File: src/rtl/sw_reader_if.sv
// Switch-reader bus: raw switch input, debounced level and change-event handshake.
interface sw_reader_if;
  logic [7:0] sw;
  logic [7:0] ld;
  logic [7:0] sw_val;
  logic [7:0] sw_rise;
  logic [7:0] sw_fall;
  logic       sw_valid;
  logic       sw_ready;
  logic       sw_ovf;

  // Consumer side: drives the switches and the accept strobe.
  modport master (
    output sw, sw_ready,
    input  ld, sw_val, sw_rise, sw_fall, sw_valid, sw_ovf
  );

  // Reader side: samples the switches and presents debounced state and events.
  modport slave (
    input  sw, sw_ready,
    output ld, sw_val, sw_rise, sw_fall, sw_valid, sw_ovf
  );
endinterface

File: src/rtl/sw_reader.sv
// Eight-switch debouncer with a change-event register. Each switch is
// synchronized, then must differ from its debounced level for STABLE_CYCLES
// consecutive cycles before the level flips. Flips raise an event carrying the
// new value and rise/fall masks; events that arrive before the consumer takes
// the pending one are merged into it and flagged as an overflow.
module sw_reader #(
  parameter int unsigned STABLE_CYCLES = 1000
) (
  input  logic        clk,
  input  logic        rst,
  sw_reader_if.slave  bus
);

  localparam int unsigned     CW      = $clog2(STABLE_CYCLES);
  localparam logic [CW-1:0]   CNT_MAX = CW'(STABLE_CYCLES - 1);
  localparam logic [CW-1:0]   CNT_ONE = CW'(1);

  logic [7:0]          s1_q, s1_d;
  logic [7:0]          s2_q, s2_d;
  logic [7:0][CW-1:0]  cnt_q, cnt_d;
  logic [7:0]          deb_q, deb_d;
  logic [7:0]          val_q, val_d;
  logic [7:0]          rise_q, rise_d;
  logic [7:0]          fall_q, fall_d;
  logic                valid_q, valid_d;
  logic                ovf_q, ovf_d;

  logic [7:0]          evt_rise;
  logic [7:0]          evt_fall;
  logic                evt;

  // Two-flop synchronizer: nothing downstream looks at the raw switches.
  always_comb begin
    s1_d = bus.sw;
    s2_d = s1_q;
  end

  // Per-bit stability counters: count while the synchronized level disagrees,
  // flip the debounced bit on the final disagreeing cycle.
  always_comb begin
    // NOTE: every output of a combinational block gets a default first so no path infers a latch.
    cnt_d = cnt_q;
    deb_d = deb_q;
    for (int i = 0; i < 8; i++) begin
      if (s2_q[i] == deb_q[i]) begin
        cnt_d[i] = '0;
      end else if (cnt_q[i] == CNT_MAX) begin
        deb_d[i] = ~deb_q[i];
        cnt_d[i] = '0;
      end else begin
        cnt_d[i] = cnt_q[i] + CNT_ONE;
      end
    end
  end

  assign evt_rise = deb_d & ~deb_q;
  assign evt_fall = ~deb_d & deb_q;
  assign evt      = |(evt_rise | evt_fall);

  // Event register: load a fresh event, merge into an unaccepted one, or retire on accept.
  always_comb begin
    val_d   = val_q;
    rise_d  = rise_q;
    fall_d  = fall_q;
    valid_d = valid_q;
    ovf_d   = ovf_q;
    if (evt) begin
      val_d   = deb_d;
      valid_d = 1'b1;
      if (valid_q && !bus.sw_ready) begin
        rise_d = rise_q | evt_rise;
        fall_d = fall_q | evt_fall;
        ovf_d  = 1'b1;
      end else begin
        rise_d = evt_rise;
        fall_d = evt_fall;
      end
    end else if (valid_q && bus.sw_ready) begin
      valid_d = 1'b0;
    end
  end

  // State registers with synchronous reset; reset discards in-flight debounce and events.
  always_ff @(posedge clk) begin
    // NOTE: non-blocking so every flop samples the values from before this edge.
    if (rst) begin
      s1_q    <= '0;
      s2_q    <= '0;
      cnt_q   <= '0;
      deb_q   <= '0;
      val_q   <= '0;
      rise_q  <= '0;
      fall_q  <= '0;
      valid_q <= 1'b0;
      ovf_q   <= 1'b0;
    end else begin
      s1_q    <= s1_d;
      s2_q    <= s2_d;
      cnt_q   <= cnt_d;
      deb_q   <= deb_d;
      val_q   <= val_d;
      rise_q  <= rise_d;
      fall_q  <= fall_d;
      valid_q <= valid_d;
      ovf_q   <= ovf_d;
    end
  end

  assign bus.ld       = deb_q;
  assign bus.sw_val   = val_q;
  assign bus.sw_rise  = rise_q;
  assign bus.sw_fall  = fall_q;
  assign bus.sw_valid = valid_q;
  assign bus.sw_ovf   = ovf_q;

endmodule

File: src/flat_wrapper.sv
// flat-port wrapper written by rule: the top's interface ports become plain ports
module sw_reader_flat 
#(
  parameter int unsigned STABLE_CYCLES = 1000
)
  (clk, rst, bus_sw, bus_sw_ready, bus_ld, bus_sw_val, bus_sw_rise, bus_sw_fall, bus_sw_valid, bus_sw_ovf);
  sw_reader_if bus_i ();
  input  logic clk;
  input  logic rst;
  input wire logic [$bits(bus_i.sw)-1:0] bus_sw;
  input wire logic [$bits(bus_i.sw_ready)-1:0] bus_sw_ready;
  output wire logic [$bits(bus_i.ld)-1:0] bus_ld;
  output wire logic [$bits(bus_i.sw_val)-1:0] bus_sw_val;
  output wire logic [$bits(bus_i.sw_rise)-1:0] bus_sw_rise;
  output wire logic [$bits(bus_i.sw_fall)-1:0] bus_sw_fall;
  output wire logic [$bits(bus_i.sw_valid)-1:0] bus_sw_valid;
  output wire logic [$bits(bus_i.sw_ovf)-1:0] bus_sw_ovf;
  assign bus_i.sw = bus_sw;
  assign bus_i.sw_ready = bus_sw_ready;
  assign bus_ld = bus_i.ld;
  assign bus_sw_val = bus_i.sw_val;
  assign bus_sw_rise = bus_i.sw_rise;
  assign bus_sw_fall = bus_i.sw_fall;
  assign bus_sw_valid = bus_i.sw_valid;
  assign bus_sw_ovf = bus_i.sw_ovf;
  sw_reader #(.STABLE_CYCLES(STABLE_CYCLES)) u_core (.clk(clk), .rst(rst), .bus(bus_i));
endmodule
File: config.mk
export PLATFORM = sky130hd
export DESIGN_NAME = sw_reader_flat
export DESIGN_NICKNAME = d
export VERILOG_FILES = /design/src/rtl/sw_reader_if.sv /design/src/rtl/sw_reader.sv /design/src/flat_wrapper.sv
export SDC_FILE = /design/constraint.sdc
export NUM_CORES = 1
export LEC_CHECK = 0
export CAP_MARGIN = 10
export CORE_UTILIZATION = 45
export CTS_CLUSTER_DIAMETER = 120
export DETAILED_ROUTE_END_ITERATION = 16
export PLACE_DENSITY = 0.71
export SLEW_MARGIN = 40
export SYNTH_ARGS = -nofsm -noshare
export SYNTH_HDL_FRONTEND = slang
export SYNTH_SLANG_ARGS = --single-unit
File: constraint.sdc
create_clock -name clk -period 4 [get_ports clk]
set_input_delay 0.8 -clock clk [delete_from_list [all_inputs] [get_ports clk]]
set_output_delay 0.8 -clock clk [all_outputs]
set_load 0.03 [all_outputs]
* Word-level counts from Yosys, hierarchy flattened
Index checks and enable logic that the tools add are counted.
** Word-level totals
- Logic and storage cells :: 89
- Register bits after elaboration :: 130
- Output and inout port bits :: 34
- Input bits :: 11
** Cells by class
- Bitwise gates (word level) :: 15
- Equality and inequality tests :: 16
- Multiplexer cells :: 20
- Add/subtract/negate cells :: 8
- Reduce and logical (&&, ||, !) cells :: 14
** Operators with widths (count)
- $add 10x1->10 const B :: 8
- $eq 10x10->1 const B :: 8
- $or 8x8->8 :: 3
- $reduce_or 3->1 :: 8
- $mux 1 :: 18
- $and 8x8->8 :: 2
- $mux 8 :: 2
- $not 8->8 :: 2
- $eq 1x1->1 :: 8
- $not 1->1 :: 8
- $reduce_or 8->1 :: 1
- $logic_and 1x1->1 :: 2
- $reduce_and 2->1 :: 1
- $reduce_bool 2->1 :: 1
- $logic_not 1->1 :: 1

* Logic depth before layout (Yosys ltp)
- Word-level depth :: 8
- Gate-level depth with buffers :: 12
- Depth with buffers taken out :: 10

* Worst setup path after synthesis
Ideal clock, no wire load.
- Kind :: flip-flop to flip-flop
- From :: reg u_core.cnt_q[20] (netlist bit)
- To :: reg u_core.fall_q[0], in the netlist u_core.bus.sw_fall[0]
- Cell stages (with the launch flop) :: 13
- Required time :: 3.872 ns
- Path buffers :: 2
- Setup time :: 0.128 ns
- Period minus slack after synthesis :: 2.754 ns
- Slack :: 1.246 ns
- Arrival :: 2.626 ns
- Cells stage by stage :: dfxtp_1 -> ha_1 -> inv_1 -> or4_4 -> mux2i_4 -> inv_1 -> ha_1 -> nand4_1 -> or2_2 -> clkbuf_1 -> clkbuf_1 -> a22oi_1 -> nor2_1
** On the way
- Cells in the longest elaborated chain, start to end :: 7
- Elaborated cells between the ends (all ways) :: 8
- Those cells by class :: eq/ne: 1; mux: 2; bitwise: 4; reduce/logical: 1
** Ends and longest elaborated chain
- from (decl) :: RTL line sw_reader.sv:20 : logic [7:0][CW-1:0] cnt_q, cnt_d;
- from (signal assigned) :: RTL line sw_reader.sv:99 : cnt_q <= cnt_d;
- $eq 10x10->1 (*) :: RTL line sw_reader.sv:47 : end else if (cnt_q[i] == CNT_MAX) begin
- $mux 1 (*) :: RTL line sw_reader.sv:47
- $mux 1 (*) :: RTL line sw_reader.sv:45 : if (s2_q[i] == deb_q[i]) begin
- named net u_core.deb_d[2] :: RTL line sw_reader.sv:21 : logic [7:0] deb_q, deb_d;
- $not 8->8 :: RTL line sw_reader.sv:57 : assign evt_fall = ~deb_d & deb_q;
- $and 8x8->8 :: RTL line sw_reader.sv:57
- $or 8x8->8 (*) :: RTL line sw_reader.sv:58 : assign evt = |(evt_rise | evt_fall);
- $reduce_or 8->1 (*) :: RTL line sw_reader.sv:58
- to (signal assigned) :: RTL line sw_reader.sv:103 : fall_q <= fall_d;
- to (decl) :: RTL line sw_reader.sv:24 : logic [7:0] fall_q, fall_d;
Mark *: on every way through the listed nets, which the timed path passes. The rest lies on a longest branch.
A chain may end at the register's enable or synchronous reset.

* Worst setup path after layout
- From :: reg u_core.cnt_q[30] (netlist bit)
- To :: reg u_core.fall_q[1], in the netlist u_core.bus.sw_fall[1]
The elaborated chain is that of the path after synthesis.

==> impl_metrics.csv <==
group,metric,value,unit
setup_path,crit_fanout,10,
sta,drv_slew,0,
drt,wl,9370,um
sta,fmax,0.329,GHz
clocking,cts_setup_buffers,0,
layout,final_util,0.574,
placed_design,dp_slack,0.969,ns
setup_path,critPathArrivalTime,3.37,ns
drt,drtIter0Drc,89,
synth,ys_top_cells_by_area,"dfxtp_1 50%, nor2_1 9.0%, xnor2_1 8.1%",
clocking,cts.sinks,130,
setup_path,worstSetupEndpointType,"flop",
layout,num-nets-final,651,
clocking,numCtsBuffers,17,
global_routing,grt_pass1_vias,3587,
layout,diodes,0,
clocking,ctsHoldBuffers,0,
job,drv_cap,0,
floorplan,die_h,110,um
sta,relSlewSlack,0.514,
drt,drc_errors,0,
setup_path,path_cells,"ha_1, nand4b_1, or3_4, mux2i_1, inv_1, ha_1, nand4_1, o21ai_1, buf_4, a22oi_1, nor2_1",
drt,wl_per_cell,12.2,um
sta,period_share,0.761,
power,power_density,443,nW/um^2
clocking,worstSkewPairLatency,0.40,ns
placed_design,gp_congestion,0.759,
sta,fin_ws,0.956,ns
power,ir_worst_vdd,0.202,mV
synth,synth_warnings,0,
clocking,cts_tree,"built",
setup_path,cpMaxStageDelayCell,"o21ai_1",
layout,final_common_cell,"dfxtp_1",
placed_design,dpl.hpwl,6550,um
setup_path,crit_top_cell,"ha_1",
worst_hold_path,hold_class,"reg -> reg",
layout,syn_to_final_growth,22.0,%
setup_path,path_class,"reg -> reg",
synth,avgSynthCellArea,9.26,sq um
floorplan,start_util,0.471,
sta,hold_viol,0,
drt,vias,3764,
sta,finalSetupViolations,0,
synth,syn_inst,563,
run_status,outcome,"completed",
synth,synth.yosys.seq_area_share,0.499,
drt,drtPass1Iterations,4,
floorplan,rows,38,
clocking,post_cts_resize_count,0,
floorplan,ioPinCount,45,
layout,final_cell_mix,"130 x dfxtp_1, 125 x nor2_1, 48 x xnor2_1",
setup_path,worst_setup_path_start_kind,"flop",
global_routing,antenna_found_initial,0,
drt,routed_via_density,4.91,
synth,mappedNetlistArea,5210,sq um
synth,synth_top_area_frac,0.499,
global_routing,grt_max_degree,43,
clocking,cts-root-buf,"clkbuf_16",
clocking,cts_buffer_depth,2,
floorplan,fp.dieW,110,um
floorplan,design.core.area,11100,sq um
clocking,clk_pin_slew,0.06,ns
sta,worstMarginPinSlew,0.730,ns
setup_path,critPathTopFamily,"simple AND/OR/NAND/NOR gates",
setup_path,max_stage_delay,0.59,ns
global_routing,overflow,0,
clocking,cts_htree_levels,4,
power,total_power,2.81,mW
placed_design,portBuffers,44,
sta,fin_skew,0.00810,ns
global_routing,grt_pass1_wl,16000,um
synth,synth_area_leader_cell,"dfxtp_1",
sta,period_needed,3.04,ns
drt,ant_nets,0,
sta,whs,0.427,ns
floorplan,die_area,12000,sq um
synth,synth_nets,598,
synth,yosys.cell_types.count,34,
setup_path,critPathRequiredTime,4.33,ns
power,p_leak,2.27,nW
synth,yosys_register_bits,130,
sta,setup-tns-final,0,ns
global_routing,grt.total_usage,0.173,
layout,drive_gt1_frac,0.0574,
sta,rsz0062_at_grt,"false",
setup_path,critPathBufInv,2,
==> cell families (layout without fill, tap and decap cells) <==
logic type,count (synthesis),after routing,synth area share
simple gates,265,265,0.239
mux,8,8,0.0185
fa+ha+maj,24,24,0.0576
buf+inv,37,101,0.0269
xor+xnor,72,72,0.121
flops,130,130,0.499
compound gates,27,27,0.0377
==> where the power goes <==
part           switching, mW  leakage, nW  total (mW)  internal [mW]
logic                 0.0197        0.935      0.0374         0.0176
registers            0.00544         1.05        1.31           1.31
clock network          0.510        0.280        1.47          0.955
==> worst paths after layout <==
check,from,endpoint,slack [ns],cells after the start
max,u_core.cnt_q[30]$_SDFF_PP0_,u_core.bus.sw_fall[1]$_SDFFE_PP0P_,0.96,11
min,u_core.s1_q[1]$_SDFF_PP0_,u_core.s2_q[1]$_SDFF_PP0_,0.43,1
max reg2reg,u_core.cnt_q[30]$_SDFF_PP0_,u_core.bus.sw_fall[1]$_SDFFE_PP0P_,0.96,11
min reg2reg,u_core.s1_q[1]$_SDFF_PP0_,u_core.s2_q[1]$_SDFF_PP0_,0.43,1
==> flip-flops by register name, summed over array words and instances, names as in the netlist <==
| name | count |
|---|---|
| u_core.bus.sw_fall | 8 |
| u_core.bus.sw_rise | 8 |
| u_core.bus.ld | 8 |
| u_core.cnt_q | 80 |
| u_core.bus.sw_valid | 1 |
| u_core.s1_q | 8 |
| u_core.s2_q | 8 |
| u_core.bus.sw_val | 8 |
| u_core.bus.sw_ovf | 1 |
==> cell type report <==
class                   instances  area (sq um)
multi-input cells             396          2470
inverters                      24          90.1
flip-flops and latches        130          2600
fillers                       965          4720
clock buffers                  24           482
repair buffers                 47           458
well taps                     140           175
clock inverters                 6          80.1
==> synthesized netlist by cell type <==
cell type    n
nand2b_1     3
and3_1       8
xnor2_1     48
nand2_1     35
nand4b_1     3
a21oi_1      1
o21ai_1      1
nor2b_1     17
or2_2        1
and2_1       4
nand3_1     21
nor4bb_1     1
a31oi_1      1
nand2_2      1
a211oi_1     8
nor3_1      18
buf_2        1
or3_4        1
and4_1       5
mux2i_4      1
nand4_1     14
mux2i_1      6
xor2_1      24
nand4bb_1    1
or3_1        2
clkbuf_1    12
or4_4        1
dfxtp_1    130
ha_1        24
nor2_1     125
inv_1       24
a22oi_1     16
nor4_1       4
mux2i_2      1
==> routing by layer <==
layer  vias up  global-route usage  routed length (um)
met5         -                   0                   0
met4         0              0.0657                 115
met3        10              0.0557                 330
met2        34               0.280                4390
met1      1748               0.214                4530
li1       1972                   -                   -
==> per-stage QoR <==
step | cells | cell area, sq um
floorplan | 563 | 5210
detailed placement | 737 | 5800
finish | 767 | 6360
global placement | 737 | 5800
global route | 767 | 6360
CTS | 767 | 6360
No activity file was read; power rests on OpenSTA's default activity.
